[config.mk]
export PLATFORM = sky130hd
export DESIGN_NAME = regbank_select_unit
export DESIGN_NICKNAME = d
export VERILOG_FILES = /design/src/rtl/regbank_pkg.sv /design/src/rtl/word_mux16.sv /design/src/rtl/regbank_select_unit.sv
export SDC_FILE = /design/constraint.sdc
export NUM_CORES = 1
export LEC_CHECK = 0
export ABC_CLOCK_PERIOD_IN_PS = 5100
export BUFFER_PORTS_ARGS = -buffer_cell sky130_fd_sc_hd__buf_2
export CELL_PAD_IN_SITES_DETAIL_PLACEMENT = 0
export CELL_PAD_IN_SITES_GLOBAL_PLACEMENT = 1
export CORE_AREA = 2 2 239 241
export DETAILED_ROUTE_END_ITERATION = 10
export DIE_AREA = 0 0 241 243
export PLACE_DENSITY_LB_ADDON = 0.1
export REMOVE_ABC_BUFFERS = 1
export SYNTH_ARGS = -nofsm -noshare
export SYNTH_HDL_FRONTEND = slang
export SYNTH_SLANG_ARGS = --single-unit
[constraint.sdc]
create_clock -name vclk -period 5.1
set_input_delay 0.51 -clock vclk [all_inputs]
set_output_delay 0.51 -clock vclk [all_outputs]
set_load 0.02 [all_outputs]
[src/rtl/regbank_pkg.sv]
// Shared constants and types for the register-bank selection logic.
// Pure declarations: no latency, no backpressure.
// Holds register count, select width, default word width and the select type.
package regbank_pkg;

    localparam int NUM_REGS  = 16;
    localparam int SEL_W     = 4;
    localparam int DEF_WIDTH = 32;

    typedef logic [SEL_W-1:0] reg_sel_t;

endpackage : regbank_pkg

[src/rtl/word_mux16.sv]
// word_mux16: 16:1 word multiplexer, one instance per register-bank read port.
// Latency: combinational, output follows inputs in the same cycle.
// Backpressure: none, no handshake; an unknown select yields an all-zero word.
//
// Ports:
//   d0..d15 : candidate words, entry 0..15
//   sel     : entry number to pass through
//   y       : selected word (zero when sel is not a known value)
module word_mux16
    import regbank_pkg::*;
#(
    parameter int WIDTH = DEF_WIDTH
) (
    input  logic [WIDTH-1:0] d0,
    input  logic [WIDTH-1:0] d1,
    input  logic [WIDTH-1:0] d2,
    input  logic [WIDTH-1:0] d3,
    input  logic [WIDTH-1:0] d4,
    input  logic [WIDTH-1:0] d5,
    input  logic [WIDTH-1:0] d6,
    input  logic [WIDTH-1:0] d7,
    input  logic [WIDTH-1:0] d8,
    input  logic [WIDTH-1:0] d9,
    input  logic [WIDTH-1:0] d10,
    input  logic [WIDTH-1:0] d11,
    input  logic [WIDTH-1:0] d12,
    input  logic [WIDTH-1:0] d13,
    input  logic [WIDTH-1:0] d14,
    input  logic [WIDTH-1:0] d15,
    input  reg_sel_t         sel,
    output logic [WIDTH-1:0] y
);

    // A select carrying X/Z matches no item and falls into the default,
    // so downstream logic sees a clean zero word instead of X.
    always_comb begin
        y = '0;
        case (sel)
            4'd0:    y = d0;
            4'd1:    y = d1;
            4'd2:    y = d2;
            4'd3:    y = d3;
            4'd4:    y = d4;
            4'd5:    y = d5;
            4'd6:    y = d6;
            4'd7:    y = d7;
            4'd8:    y = d8;
            4'd9:    y = d9;
            4'd10:   y = d10;
            4'd11:   y = d11;
            4'd12:   y = d12;
            4'd13:   y = d13;
            4'd14:   y = d14;
            4'd15:   y = d15;
            default: y = '0;
        endcase
    end

endmodule : word_mux16

[src/rtl/regbank_select_unit.sv]
// regbank_select_unit: two 16:1 read muxes plus a 4-to-16 one-hot write decoder.
// Latency: combinational, zero cycles; no clock and no storage.
// Backpressure: none; rst (async, active-high) only forces wr_onehot to zero.
//
// Ports:
//   rst        : forces all write enables low while high; reads unaffected
//   rd_sel_a/b : register numbers for read ports A and B
//   wr_sel     : destination register number
//   wr_en      : write-decoder enable (bank normally ties it high)
//   r0..r15    : current register contents
//   rd_data_a/b: selected words for ports A and B
//   wr_onehot  : per-register load enable, bit k loads register k
module regbank_select_unit
    import regbank_pkg::*;
#(
    parameter int WIDTH = DEF_WIDTH
) (
    input  logic                rst,
    input  reg_sel_t            rd_sel_a,
    input  reg_sel_t            rd_sel_b,
    input  reg_sel_t            wr_sel,
    input  logic                wr_en,
    input  logic [WIDTH-1:0]    r0,
    input  logic [WIDTH-1:0]    r1,
    input  logic [WIDTH-1:0]    r2,
    input  logic [WIDTH-1:0]    r3,
    input  logic [WIDTH-1:0]    r4,
    input  logic [WIDTH-1:0]    r5,
    input  logic [WIDTH-1:0]    r6,
    input  logic [WIDTH-1:0]    r7,
    input  logic [WIDTH-1:0]    r8,
    input  logic [WIDTH-1:0]    r9,
    input  logic [WIDTH-1:0]    r10,
    input  logic [WIDTH-1:0]    r11,
    input  logic [WIDTH-1:0]    r12,
    input  logic [WIDTH-1:0]    r13,
    input  logic [WIDTH-1:0]    r14,
    input  logic [WIDTH-1:0]    r15,
    output logic [WIDTH-1:0]    rd_data_a,
    output logic [WIDTH-1:0]    rd_data_b,
    output logic [NUM_REGS-1:0] wr_onehot
);

    logic [NUM_REGS-1:0] w_onehot;

    word_mux16 #(.WIDTH(WIDTH)) u_mux_a (
        .d0 (r0),  .d1 (r1),  .d2 (r2),  .d3 (r3),
        .d4 (r4),  .d5 (r5),  .d6 (r6),  .d7 (r7),
        .d8 (r8),  .d9 (r9),  .d10(r10), .d11(r11),
        .d12(r12), .d13(r13), .d14(r14), .d15(r15),
        .sel(rd_sel_a),
        .y  (rd_data_a)
    );

    word_mux16 #(.WIDTH(WIDTH)) u_mux_b (
        .d0 (r0),  .d1 (r1),  .d2 (r2),  .d3 (r3),
        .d4 (r4),  .d5 (r5),  .d6 (r6),  .d7 (r7),
        .d8 (r8),  .d9 (r9),  .d10(r10), .d11(r11),
        .d12(r12), .d13(r13), .d14(r14), .d15(r15),
        .sel(rd_sel_b),
        .y  (rd_data_b)
    );

    // Equality-compare decode: an X/Z bit in wr_sel makes every compare
    // non-true, so no enable fires. rst is purely combinational gating,
    // which is what makes it take effect without a clock and release
    // with no recovery cycle.
    always_comb begin
        w_onehot = '0;
        if (!rst && wr_en) begin
            for (int k = 0; k < NUM_REGS; k++) begin
                if (wr_sel == reg_sel_t'(k)) begin
                    w_onehot[k] = 1'b1;
                end
            end
        end
    end

    assign wr_onehot = w_onehot;

endmodule : regbank_select_unit

Word level (Yosys, flattened, before mapping)
Cells that the tools add are included.

Output and inout port bits: 80. Bits in read-only memories: 0. Latch bits: 0. Memory bits (writable): 0. Input bits: 526. Memories: 0. Register bits after elaboration: 0.

Equality and inequality tests: 45. $lt $le $gt $ge: 0. $add $sub $neg: 0. Shifts and indexed selects: 0. Divide/modulo/power cells: 0. Muxes and demuxes: 19. Reductions and logical operators: 5. Bitwise gates (word level): 0. $mul: 0.

Operator list (number): 32-bit case mux with 16 select lines (2); 4-bit equality test (second input constant) (24); 4-bit by 3-bit equality test with 1-bit output (second input constant) (12); 4-bit by 2-bit equality test with 1-bit output (second input constant) (6); 1-bit 2-to-1 mux (16); 16-bit 2-to-1 mux (1); 4-bit by 1-bit equality test with 1-bit output (second input constant) (3); 4-bit zero test (3); 1-bit logical AND (1); 1-bit zero test (1).

Longest topological paths before layout
Gate-level depths: netlist (run 1).

Depth after elaboration: 3. Depth in mapped cells: 8. Mapped depth without buffers: 5.

Hierarchy
From an unflattened synthesis (run 1), not the netlist that was laid out.

Cell total of the unflattened synthesis: 1237. Area total of the unflattened synthesis: 8321.7 um2.

By module, submodules not included: word_mux16 (times used 2, cells an instance 607, seq. area each 0.0 um2, area each 4095.2 um2); regbank_select_unit (times used 1, cells an instance 23, seq. area each 0.0 um2, area each 131.4 um2).

Worst setup path after synthesis (run 1)
No wires, ideal clock.

Path type: in2out. From: input port rd_sel_b[2]. To: output port rd_data_b[17]. Path slack: 2591 ps. Stages: 7. Path buffers: 3. Data required time: 4590 ps. Arrival: 1999 ps. Cells stage by stage: buf_2 > or2_2 > buf_2 > nor2_1 > clkbuf_1 > a2111oi_0 > a21oi_1.

Word-level cells in the longest chain between the ends: 2. Elaborated cells between the ends (all ways): 17.

Ends and longest elaborated chain: start, declared (RTL line regbank_select_unit.sv:20) `input reg_sel_t rd_sel_b,`; 4-bit equality test (tied with other cells) (RTL line word_mux16.sv:38) `case (sel)`; 32-bit case mux with 16 select lines * (RTL line word_mux16.sv:38); end, declared (RTL line regbank_select_unit.sv:40) `output logic [WIDTH-1:0] rd_data_b,`.

Mark *: on every way between the ends. The rest lies on a longest branch, timed or not.

Worst setup path in the final report (run 1)
From: input port rd_sel_b[3]. To: output port rd_data_b[26].

The elaborated chain is that of the path after synthesis.

==> results.md, run 1 <==
- Nets: 2,302
- Ratio of cells with drive above 1 in the final layout: 0.402
- Via Count: 14,400
- Worst Hold Launch: wr_sel[0]
- Total congestion overflow: 0
- Synthesized area: 7910 sq um
- Die H: 243 microns
- Core area: 56,000 sq um
- Register area: 0 sq um
- Setup violations, final: 0
- Die area: 58,600 sq um
- Area grow syn2layout: 49.4%
- Final period util: 0.740
- FILL cells: 6,619
- Final-layout clock buffer total: 0
- Pins Over Slew Limit: 0
- I/O Pins: 606
- Via-to-Cell Ratio: around 5.7
- Largest net degree at the start of global routing: 48
- Slew margin rel.: 0.201
- Drt pass-1 iters: 5
- Multi-input combinational cell area: around 7300 sq um
- Hold buffers post-CTS: 0
- Setup TNS: 0 ns
- Max FO, Critical Path: 47
- Post-synth cell types: 55
- FP Rows: 87
- Synth Instances: 1,259
- Effective utilization at floorplan: 0.141
- Post_cts resized: 0
- Seq cells: 0
- Critical Path Source: rd_sel_b[3]
- Worst vdd ir: 34.8 uV
- Syn avg cell area: 6.28 sq um
- Die Wd: 241 microns
- Hold Crit Depth: 3
- HPWL Detailed: 64,300 microns
- Final Wtd Congestion: 0.900
- Total power: 1.30 mW
- Outcome: finished clean
- Sequential area share after synthesis: 0
- Routed len/inst: 34.1 microns
- Synth warn: 0
- Hold Vio Cnt, Final: 0
- Fmax: 265 MHz
- Power density cells: 110 nW/um^2
- Least-Margin Pin Slew: between 1 and 1.5 ns
- CP startpoint kind: primary input
- CP required: 4.59 ns
- Max_cap viols: 0
- Starting DRT DRC Count: roughly 1,400
- GRT Overall Usage: 0.276
- Vias in the first global route: 14,400
- RSZ-0062 raised after global routing: no
- Setup crit end kind: output port
- # Post-CTS Setup Buffers: 0
- First-pass GRT wire length: 114,000 microns
- # DRC: 0
- IO Port Bufs: 606
- Post-Route WL: 86,700 microns
- Post-route ant nets: 0
- Crit Path Class: in2out
- Worst Hold Class: in2out
- Period minus WS final: between 3 and 4 ns
- Antenna violations before repair: 25
- Lkg Pwr: around 5.3 nW
- WP data arrival: between 3 and 4 ns
-- cells in the final DEF, fill, tap and decap left out, types with 9 or more instances in the layout --
cell type  netlist  routed
a2111oi_0       24      24
a211o_1         21      21
a21oi_1        110     110
a221oi_1        45      45
a22o_1          30      30
a22oi_1        182     182
a22oi_2         10      10
a31oi_1         12      12
and3_1          12      12
buf_2           51     600
buf_4            7      56
diode_2          0      11
inv_1           15      14
mux2i_1         89      89
nand2_1        155     148
nand3_1         12      12
nor2_1         119     112
nor2_4           0      10
o21ai_0         48      48
o22ai_1         85      85
o32a_1          32      32
o32ai_1          9       9
-- metrics by stage --
step / cell area, sq um / util / setup WS [ns] / hold slack (ns) / std cells
4_1_cts: 11800 / 0.211 / 1.39 / 1.37 / 2530
2_1_floorplan: 7240 / - / 1.49 / 1.10 / 1117
3_5_place_dp: 11800 / 0.211 / 1.40 / 1.37 / 2530
3_3_place_gp: 11800 / 0.211 / 1.41 / 1.37 / 2530
5_1_grt: 11800 / 0.211 / 1.25 / 1.40 / 2537
6_report: 11800 / 0.211 / 1.33 / 1.37 / 2541
-- cell type report --
cell class,count,share of cell area
Tap cell,756,0.0800
Inverter,16,0.00508
Timing Repair Buffer,657,0.291
Multi-Input combinational cell,1101,0.621
Antenna cell,11,0.00233
-- worst max-delay path, cell delays in order --
cell and delay [ns]:
buf_4 0.61, nand2_2 0.45, nor2_4 0.50, buf_4 0.40, a22o_1 0.20, a2111oi_0 0.06
a21oi_1 0.26, buf_2 0.21
-- Yosys cell counts (all sizes together), types with 15 or more instances --
cell     count  area share
o22ai       85       0.067
inv         15      0.0071
a22oi      192        0.19
a22o        30       0.033
buf         72       0.051
o21ai       54       0.034
a211o       21       0.023
nand2      156       0.074
a2111oi     24       0.027
clkbuf      70       0.033
mux2i       89        0.11
o32a        32       0.040
nor2       123       0.060
a21oi      110       0.070
a221oi      45       0.050
-- power breakdown --
group / total [mW] / switching [mW] / internal (mW)
combinational: 1.30 / 0.827 / 0.470
sequential: 0 / 0 / 0
clock: 0.000000290 / 0 / 0.000000290
-- logic make-up after synthesis --
group | synth area share
multiplexers | 0.127
buffers and inverters | 0.0921
AO/OA/AOI/OAI | 0.586
AND/OR/NAND/NOR | 0.195
-- metal layers --
metal / vias up / global-route usage / part of all wire
met4: 22 / 0.0757 / 0.029
met3: 174 / 0.0417 / 0.077
li1: 6090 / - / -
met2: 935 / 0.467 / 0.47
met1: 7188 / 0.361 / 0.42
met5: - / 0 / 0.0016
-- path summary, 6_finish.rpt --
path                   endpoint
setup / recovery  rd_data_b[26]
hold / removal     wr_onehot[4]
Power figures use the tool's default switching activity.
==> run 2: changes to the inputs <==
--- a/config.mk
+++ b/config.mk
@@ -5,13 +5,14 @@
 export SDC_FILE = /design/constraint.sdc
 export NUM_CORES = 1
 export LEC_CHECK = 0
-export ABC_CLOCK_PERIOD_IN_PS = 5100
+export ABC_AREA = 1
+export ABC_CLOCK_PERIOD_IN_PS = 3390
 export BUFFER_PORTS_ARGS = -buffer_cell sky130_fd_sc_hd__buf_2
 export CELL_PAD_IN_SITES_DETAIL_PLACEMENT = 0
 export CELL_PAD_IN_SITES_GLOBAL_PLACEMENT = 1
-export CORE_AREA = 2 2 239 241
+export CORE_AREA = 2 2 238 240
 export DETAILED_ROUTE_END_ITERATION = 10
-export DIE_AREA = 0 0 241 243
+export DIE_AREA = 0 0 240 242
 export PLACE_DENSITY_LB_ADDON = 0.1
 export REMOVE_ABC_BUFFERS = 1
 export SYNTH_ARGS = -nofsm -noshare
==> constraint.sdc (replaced) <==
create_clock -name vclk -period 3.39
set_input_delay 0.339 -clock vclk [all_inputs]
set_output_delay 0.339 -clock vclk [all_outputs]
set_load 0.02 [all_outputs]
==> run 2 against run 1 <==
Against the previous run:
- utilization increased by 3.7 points
- final area is 17% higher
- synthesized area rose by 24%
- critical path depth increased by 3
- flip-flop and latch count is the same
- combinational power is 32% higher
- sequential share of layout area unchanged
- non-clock buffer count down 9
- via count rose by 19%
- critical endpoint is now rd_data_a[19]
- largest cell class unchanged
- highest routed layer unchanged
==> results.md, run 2 <==
- WP buf/inv: 5 (was 3)
- FP Rows: 87 (unchanged)
- Worst setup path end: rd_data_a[19] (was rd_data_b[26])
- Post-synth cell types: 11 (was 55)
- Die H: 242 microns (was 243 microns)
- # DRC: 0 (unchanged)
- Setup violations, final: 0 (unchanged)
- Synth warn: 0 (unchanged)
- Die Wd: 240 microns (was 241 microns)
- Core area: 55,700 sq um (was 56,000 sq um)
- Worst vdd ir: 57.5 uV (was 34.8 uV)
- Vias in the first global route: 16,500 (was 14,400)
- Setup crit end kind: output port (unchanged)
- Worst-path cell chain: buf_2 > nand2_1 > clkinv_2 > buf_12 > nand3_1 > nand2_1 > nor2_1 > nand2_1 > inv_1 > nand3_1 > buf_2 (was buf_4 > nand2_2 > nor2_4 > buf_4 > a22o_1 > a2111oi_0 > a21oi_1 > buf_2)
- Slew margin rel.: 0.502 (was 0.201)
- RSZ-0062 raised after global routing: no (unchanged)
- Ratio of cells with drive above 1 in the final layout: 0.243 (was 0.402)
- Critical Path Source: rd_sel_a[1] (was rd_sel_b[3])
- Syn avg cell area: 4.27 sq um (was 6.28 sq um)
- I/O Pins: 606 (unchanged)
- Top-count cell post-synth: nand2_1 (was a22oi_1)
- Commonest cells post-synth: 843 x nand2_1, 834 x nand3_1, 221 x nor2_1 (was 182 x a22oi_1, 155 x nand2_1, 119 x nor2_1)
- Drt pass-1 iters: 6 (was 5)
- Post-Route WL: 76,500 microns (was 86,700 microns)
- Area grow syn2layout: 40.9% (was 49.4%)
- Total power: 1.72 mW (was 1.30 mW)
- Power density cells: 124 nW/um^2 (was 110 nW/um^2)
- Period minus WS final: 2.56 ns
- HPWL Detailed: 54,300 microns (was 64,300 microns)
- Most frequent cells in the layout: 843 x nand2_1, 834 x nand3_1, 606 x buf_2 (was 600 x buf_2, 182 x a22oi_1, 148 x nand2_1)
- Final Wtd Congestion: 0.858 (was 0.900)
- Final period util: 0.757
- Crit Path Class: in2out (unchanged)
- Lkg Pwr: 8.15 nW (was 5.30 nW)
- CP required: 3.05 ns (was 4.59 ns)
- GRT Overall Usage: 0.249 (was 0.276)
- Final-layout clock buffer total: 0 (unchanged)
- Post-Layout Cell Count: 3,570 (was 2,541)
- Routed len/inst: 21.4 microns (was 34.1 microns)
- # Post-CTS Setup Buffers: 0 (unchanged)
- Slowest stage delay, CP: 0.45 ns (was 0.61 ns)
- Crit-path slowest cell: clkinv_2 (was buf_4)
- Synth Instances: 2,304 (was 1,259)
- Via Count: 17,200 (was 14,400)
- Least-Margin Pin Slew: 0.745 ns (was 1.19 ns)
- Post_cts resized: 0 (unchanged)
- Most common cell after layout, fill and taps aside: nand2_1 (was buf_2)
- Pins Over Slew Limit: 0 (unchanged)
- Antenna violations before repair: 60 (was 25)
- Crit-path most repeated cell: nand2_1 (was buf_4)
- Register area: 0 sq um (unchanged)
- First-pass GRT wire length: 109,000 microns (was 114,000 microns)
- Via-to-Cell Ratio: 4.81 (was 5.67)
- Max_cap viols: 0 (unchanged)
- Max FO, Critical Path: 29 (was 47)
- FILL cells: 6,722 (was 6,619)
- Cell family with most CP delay: buffers and inverters (unchanged)
- Hold Vio Cnt, Final: 0 (unchanged)
- Sequential area share after synthesis: 0 (unchanged)
- Total congestion overflow: 0 (unchanged)
- Largest net degree at the start of global routing: 97 (was 48)
- Final WS setup: 0.825 ns (was 1.33 ns)
- Effective utilization at floorplan: 0.176 (was 0.141)
- Placed Cells: 3,530 (was 2,530)
- Nets: 3,302 (was 2,302)
- Fmax: 390 MHz
- Worst Hold Class: in2out (unchanged)
- Starting DRT DRC Count: 1,222 (was 1,397)
- Hold buffers post-CTS: 0 (unchanged)
- Fin util: 0.249 (was 0.211)
- WP data arrival: 2.23 ns (was 3.26 ns)
- Worst path depth: 11 (was 8)
- CP startpoint kind: primary input (unchanged)
- Post-route ant nets: 0 (unchanged)
- Leading post-synthesis cells by cell area: nand3_1 42%, nand2_1 32%, nor2_1 8.4% (was a22oi_1 17%, mux2i_1 11%, nand2_1 7.4%)
- Synthesized area: 9830 sq um (was 7910 sq um)
- Hold slack: 1.03 ns (was 1.37 ns)
- IO Port Bufs: 606 (unchanged)
- Seq cells: 0 (unchanged)
- Largest area contributor in the netlist: nand3_1 (was a22oi_1)
- Outcome: finished clean (unchanged)
- Die area: 58,100 sq um (was 58,600 sq um)
- Area share of the leading cell type in the synthesized netlist: 0.425 (was 0.173)
- Setup WS pre-CTS: 0.802 ns (was 1.40 ns)
run 2: cell types whose count changed in the layout (fill, tap and decap cells not counted), moves of 48 or more:
cell / change
inv_1: +196
nor2_1: +92
a21oi_1: -110
a22oi_1: -182
nand2_1: +695
o22ai_1: -85
mux2i_1: -89
o21ai_0: -48
nand3_1: +822
run 2: cell families after synthesis:
family                 synth area share
and+or+nand+nor                   0.838
buffers and inverters             0.162
run 2: layer usage:
| metal | track usage | wire [microns] | up-vias |
|---|---|---|---|
| li1 | - | - | 8362 |
| met1 | 0.309 | 31900 | 7987 |
| met2 | 0.434 | 37400 | 654 |
| met3 | 0.0442 | 5200 | 116 |
| met4 | 0.0722 | 1800 | 38 |
| met5 | 0 | 230 | - |
run 2: layout make-up:
type                            instances  area (sq um)  area share
Multi-Input combinational cell       1911          8390       0.606
Timing Repair Buffer                  648          3610       0.261
Tap cell                              756           946      0.0683
Inverter                              215           808      0.0583
Antenna cell                           40           100     0.00722
run 2: worst min-delay path, cell delays in order:
cell and delay (ns):
buf_2 0.08, nand2_1 0.04, nand3_1 0.07, buf_2 0.15
run 2: how the worst min path moves through the flow:
stage,startpoint,end,slack [ns],cells past startpoint
after floorplan,wr_sel[1],wr_onehot[11],0.88,2
after global placement,r0[28],rd_data_b[28],1.03,4
after detailed placement,r0[30],rd_data_a[30],1.03,4
after CTS,r0[30],rd_data_a[30],1.04,4
after global routing,r0[28],rd_data_b[28],1.05,4
final,r0[30],rd_data_a[30],1.03,4
run 2: power by group:
group / switching, mW / leakage [nW] / internal, mW
Sequential: 0 / 0 / 0
Combinational: 1.15 / 8.15 / 0.574
Clock: 0 / 0.000254 / 0.00000158
run 2: per-stage QoR:
step           area (sq um)  setup TNS (ns)
3_3_place_gp          13800               0
5_1_grt               13800               0
6_report              13900               0
2_1_floorplan          9040         -114.41
4_1_cts               13800               0
3_5_place_dp          13800               0
==> run 3: changes to the inputs <==
--- a/config.mk
+++ b/config.mk
@@ -6,7 +6,7 @@
 export NUM_CORES = 1
 export LEC_CHECK = 0
 export ABC_AREA = 1
-export ABC_CLOCK_PERIOD_IN_PS = 3390
+export ABC_CLOCK_PERIOD_IN_PS = 2250
 export BUFFER_PORTS_ARGS = -buffer_cell sky130_fd_sc_hd__buf_2
 export CELL_PAD_IN_SITES_DETAIL_PLACEMENT = 0
 export CELL_PAD_IN_SITES_GLOBAL_PLACEMENT = 1
==> constraint.sdc (replaced) <==
create_clock -name vclk -period 2.25
set_input_delay 0.225 -clock vclk [all_inputs]
set_output_delay 0.225 -clock vclk [all_outputs]
set_load 0.02 [all_outputs]
==> run 3 against run 2 <==
Against the previous run:
- largest cell class unchanged
- highest routed layer unchanged
- cell count up 0.17%
- first-iteration DRC count up 13%
- count of clock-buffer cells in the layout unchanged
- die area unchanged
==> results.md, run 3 (same netlist as run 2, synthesis figures left out) <==
- Worst-path cell chain: buf_2 > inv_2 > nor2_4 > buf_12 > nand3_1 > nand2_1 > nor2_1 > nand2_1 > inv_1 > nand3_1 > buf_2 (was buf_2 > nand2_1 > clkinv_2 > buf_12 > nand3_1 > nand2_1 > nor2_1 > nand2_1 > inv_1 > nand3_1 > buf_2)
- IO Port Bufs: 606 (unchanged)
- Final period util: 0.889
- Setup WS pre-CTS: 0.211 ns (was 0.802 ns)
- Post_cts resized: 0 (unchanged)
- Ratio of cells with drive above 1 in the final layout: 0.249 (was 0.243)
- Power density cells: 187 nW/um^2 (was 124 nW/um^2)
- Starting DRT DRC Count: 1,377 (was 1,222)
- Cell family with most CP delay: buffers and inverters (unchanged)
- Effective utilization at floorplan: 0.176 (unchanged)
- Slew margin rel.: 0.672 (was 0.502)
- Pins Over Slew Limit: 0 (unchanged)
- Final Wtd Congestion: 0.857 (was 0.858)
- Register area: 0 sq um (unchanged)
- Vias in the first global route: 16,200 (was 16,500)
- WP buf/inv: 5 (unchanged)
- Die area: 58,100 sq um (unchanged)
- Die Wd: 240 microns (unchanged)
- HPWL Detailed: 55,200 microns (was 54,300 microns)
- CP required: 2.03 ns (was 3.05 ns)
- FILL cells: 6,677 (was 6,722)
- Drt pass-1 iters: 5 (was 6)
- Max FO, Critical Path: 35 (was 29)
- Area grow syn2layout: 45.4% (was 40.9%)
- Total congestion overflow: 0 (unchanged)
- Max_cap viols: 0 (unchanged)
- Routed len/inst: 21.2 microns (was 21.4 microns)
- RSZ-0062 raised after global routing: no (unchanged)
- Outcome: finished clean (unchanged)
- Nets: 3,324 (was 3,302)
- GRT Overall Usage: 0.245 (was 0.249)
- Least-Margin Pin Slew: 0.493 ns (was 0.745 ns)
- Final WS setup: 0.249 ns (was 0.825 ns)
- Worst vdd ir: 105 uV (was 57.5 uV)
- Die H: 242 microns (unchanged)
- # DRC: 0 (unchanged)
- Seq cells: 0 (unchanged)
- # Post-CTS Setup Buffers: 0 (unchanged)
- Hold Vio Cnt, Final: 0 (unchanged)
- Final instance area: 14,300 sq um (was 13,900 sq um)
- CP startpoint kind: primary input (unchanged)
- Antenna violations before repair: 38 (was 60)
- Post-Route WL: 75,800 microns (was 76,500 microns)
- Period minus WS final: 2.00 ns
- Slowest stage delay, CP: 0.38 ns (was 0.45 ns)
- Via Count: 17,300 (was 17,200)
- Most frequent cells in the layout: 843 x nand2_1, 834 x nand3_1, 606 x buf_2 (unchanged)
- Worst Hold Class: in2out (unchanged)
- First-pass GRT wire length: 108,000 microns (was 109,000 microns)
- Final-layout clock buffer total: 0 (unchanged)
- Post-route ant nets: 0 (unchanged)
- Lkg Pwr: 8.35 nW (was 8.15 nW)
- Setup violations, final: 0 (unchanged)
- Setup crit end kind: output port (unchanged)
- Crit-path slowest cell: nor2_4 (was clkinv_2)
- Fmax: 500 MHz
- FP Rows: 87 (unchanged)
- Total power: 2.68 mW (was 1.72 mW)
- Largest net degree at the start of global routing: 79 (was 97)
- Most common cell after layout, fill and taps aside: nand2_1 (unchanged)
- DP Area: 14,200 sq um (was 13,800 sq um)
- I/O Pins: 606 (unchanged)
- Core area: 55,700 sq um (unchanged)
- WP data arrival: 1.78 ns (was 2.23 ns)
- Hold buffers post-CTS: 0 (unchanged)
- Via-to-Cell Ratio: 4.84 (was 4.81)
- Crit Path Class: in2out (unchanged)
-- run 3: final cells by class --
cell class	instances	area (sq um)	area share
multi-input cells	1911	8390	0.587
repair buffers	670	4090	0.286
well taps	756	946	0.0662
inverters	215	808	0.0566
diodes	24	60.1	0.00420
-- run 3: final timing paths --
kind / from / endpoint / slack, ns / cells after the start
hold / removal: r0[13] / rd_data_b[13] / 0.81 / 4
setup / recovery: rd_sel_b[3] / rd_data_b[19] / 0.25 / 11
-- run 3: power by group --
part	internal, mW	leakage (nW)	switching, mW
clock network	0.00000143	0.000152	0
logic	0.935	8.35	1.74
registers	0	0	0
-- run 3: through the flow --
stage | setup TNS, ns | utilization | hold slack (ns) | std cells
floorplan | -172.78 | - | 0.649 | 2126
global placement | 0 | 0.255 | 0.802 | 3552
detailed placement | 0 | 0.255 | 0.806 | 3552
CTS | 0 | 0.255 | 0.807 | 3552
global route | 0 | 0.256 | 0.824 | 3569
finish | 0 | 0.256 | 0.806 | 3576
-- run 3: layer usage --
layer  routed length [microns]  GRT usage  share of wire  vias up
li1                          -          -              -     8394
met1                     32100      0.318           0.42     8062
met2                     36900      0.427           0.49      717
met3                      5160     0.0350          0.068       91
met4                      1430     0.0522          0.019       26
met5                       171          0         0.0023        -
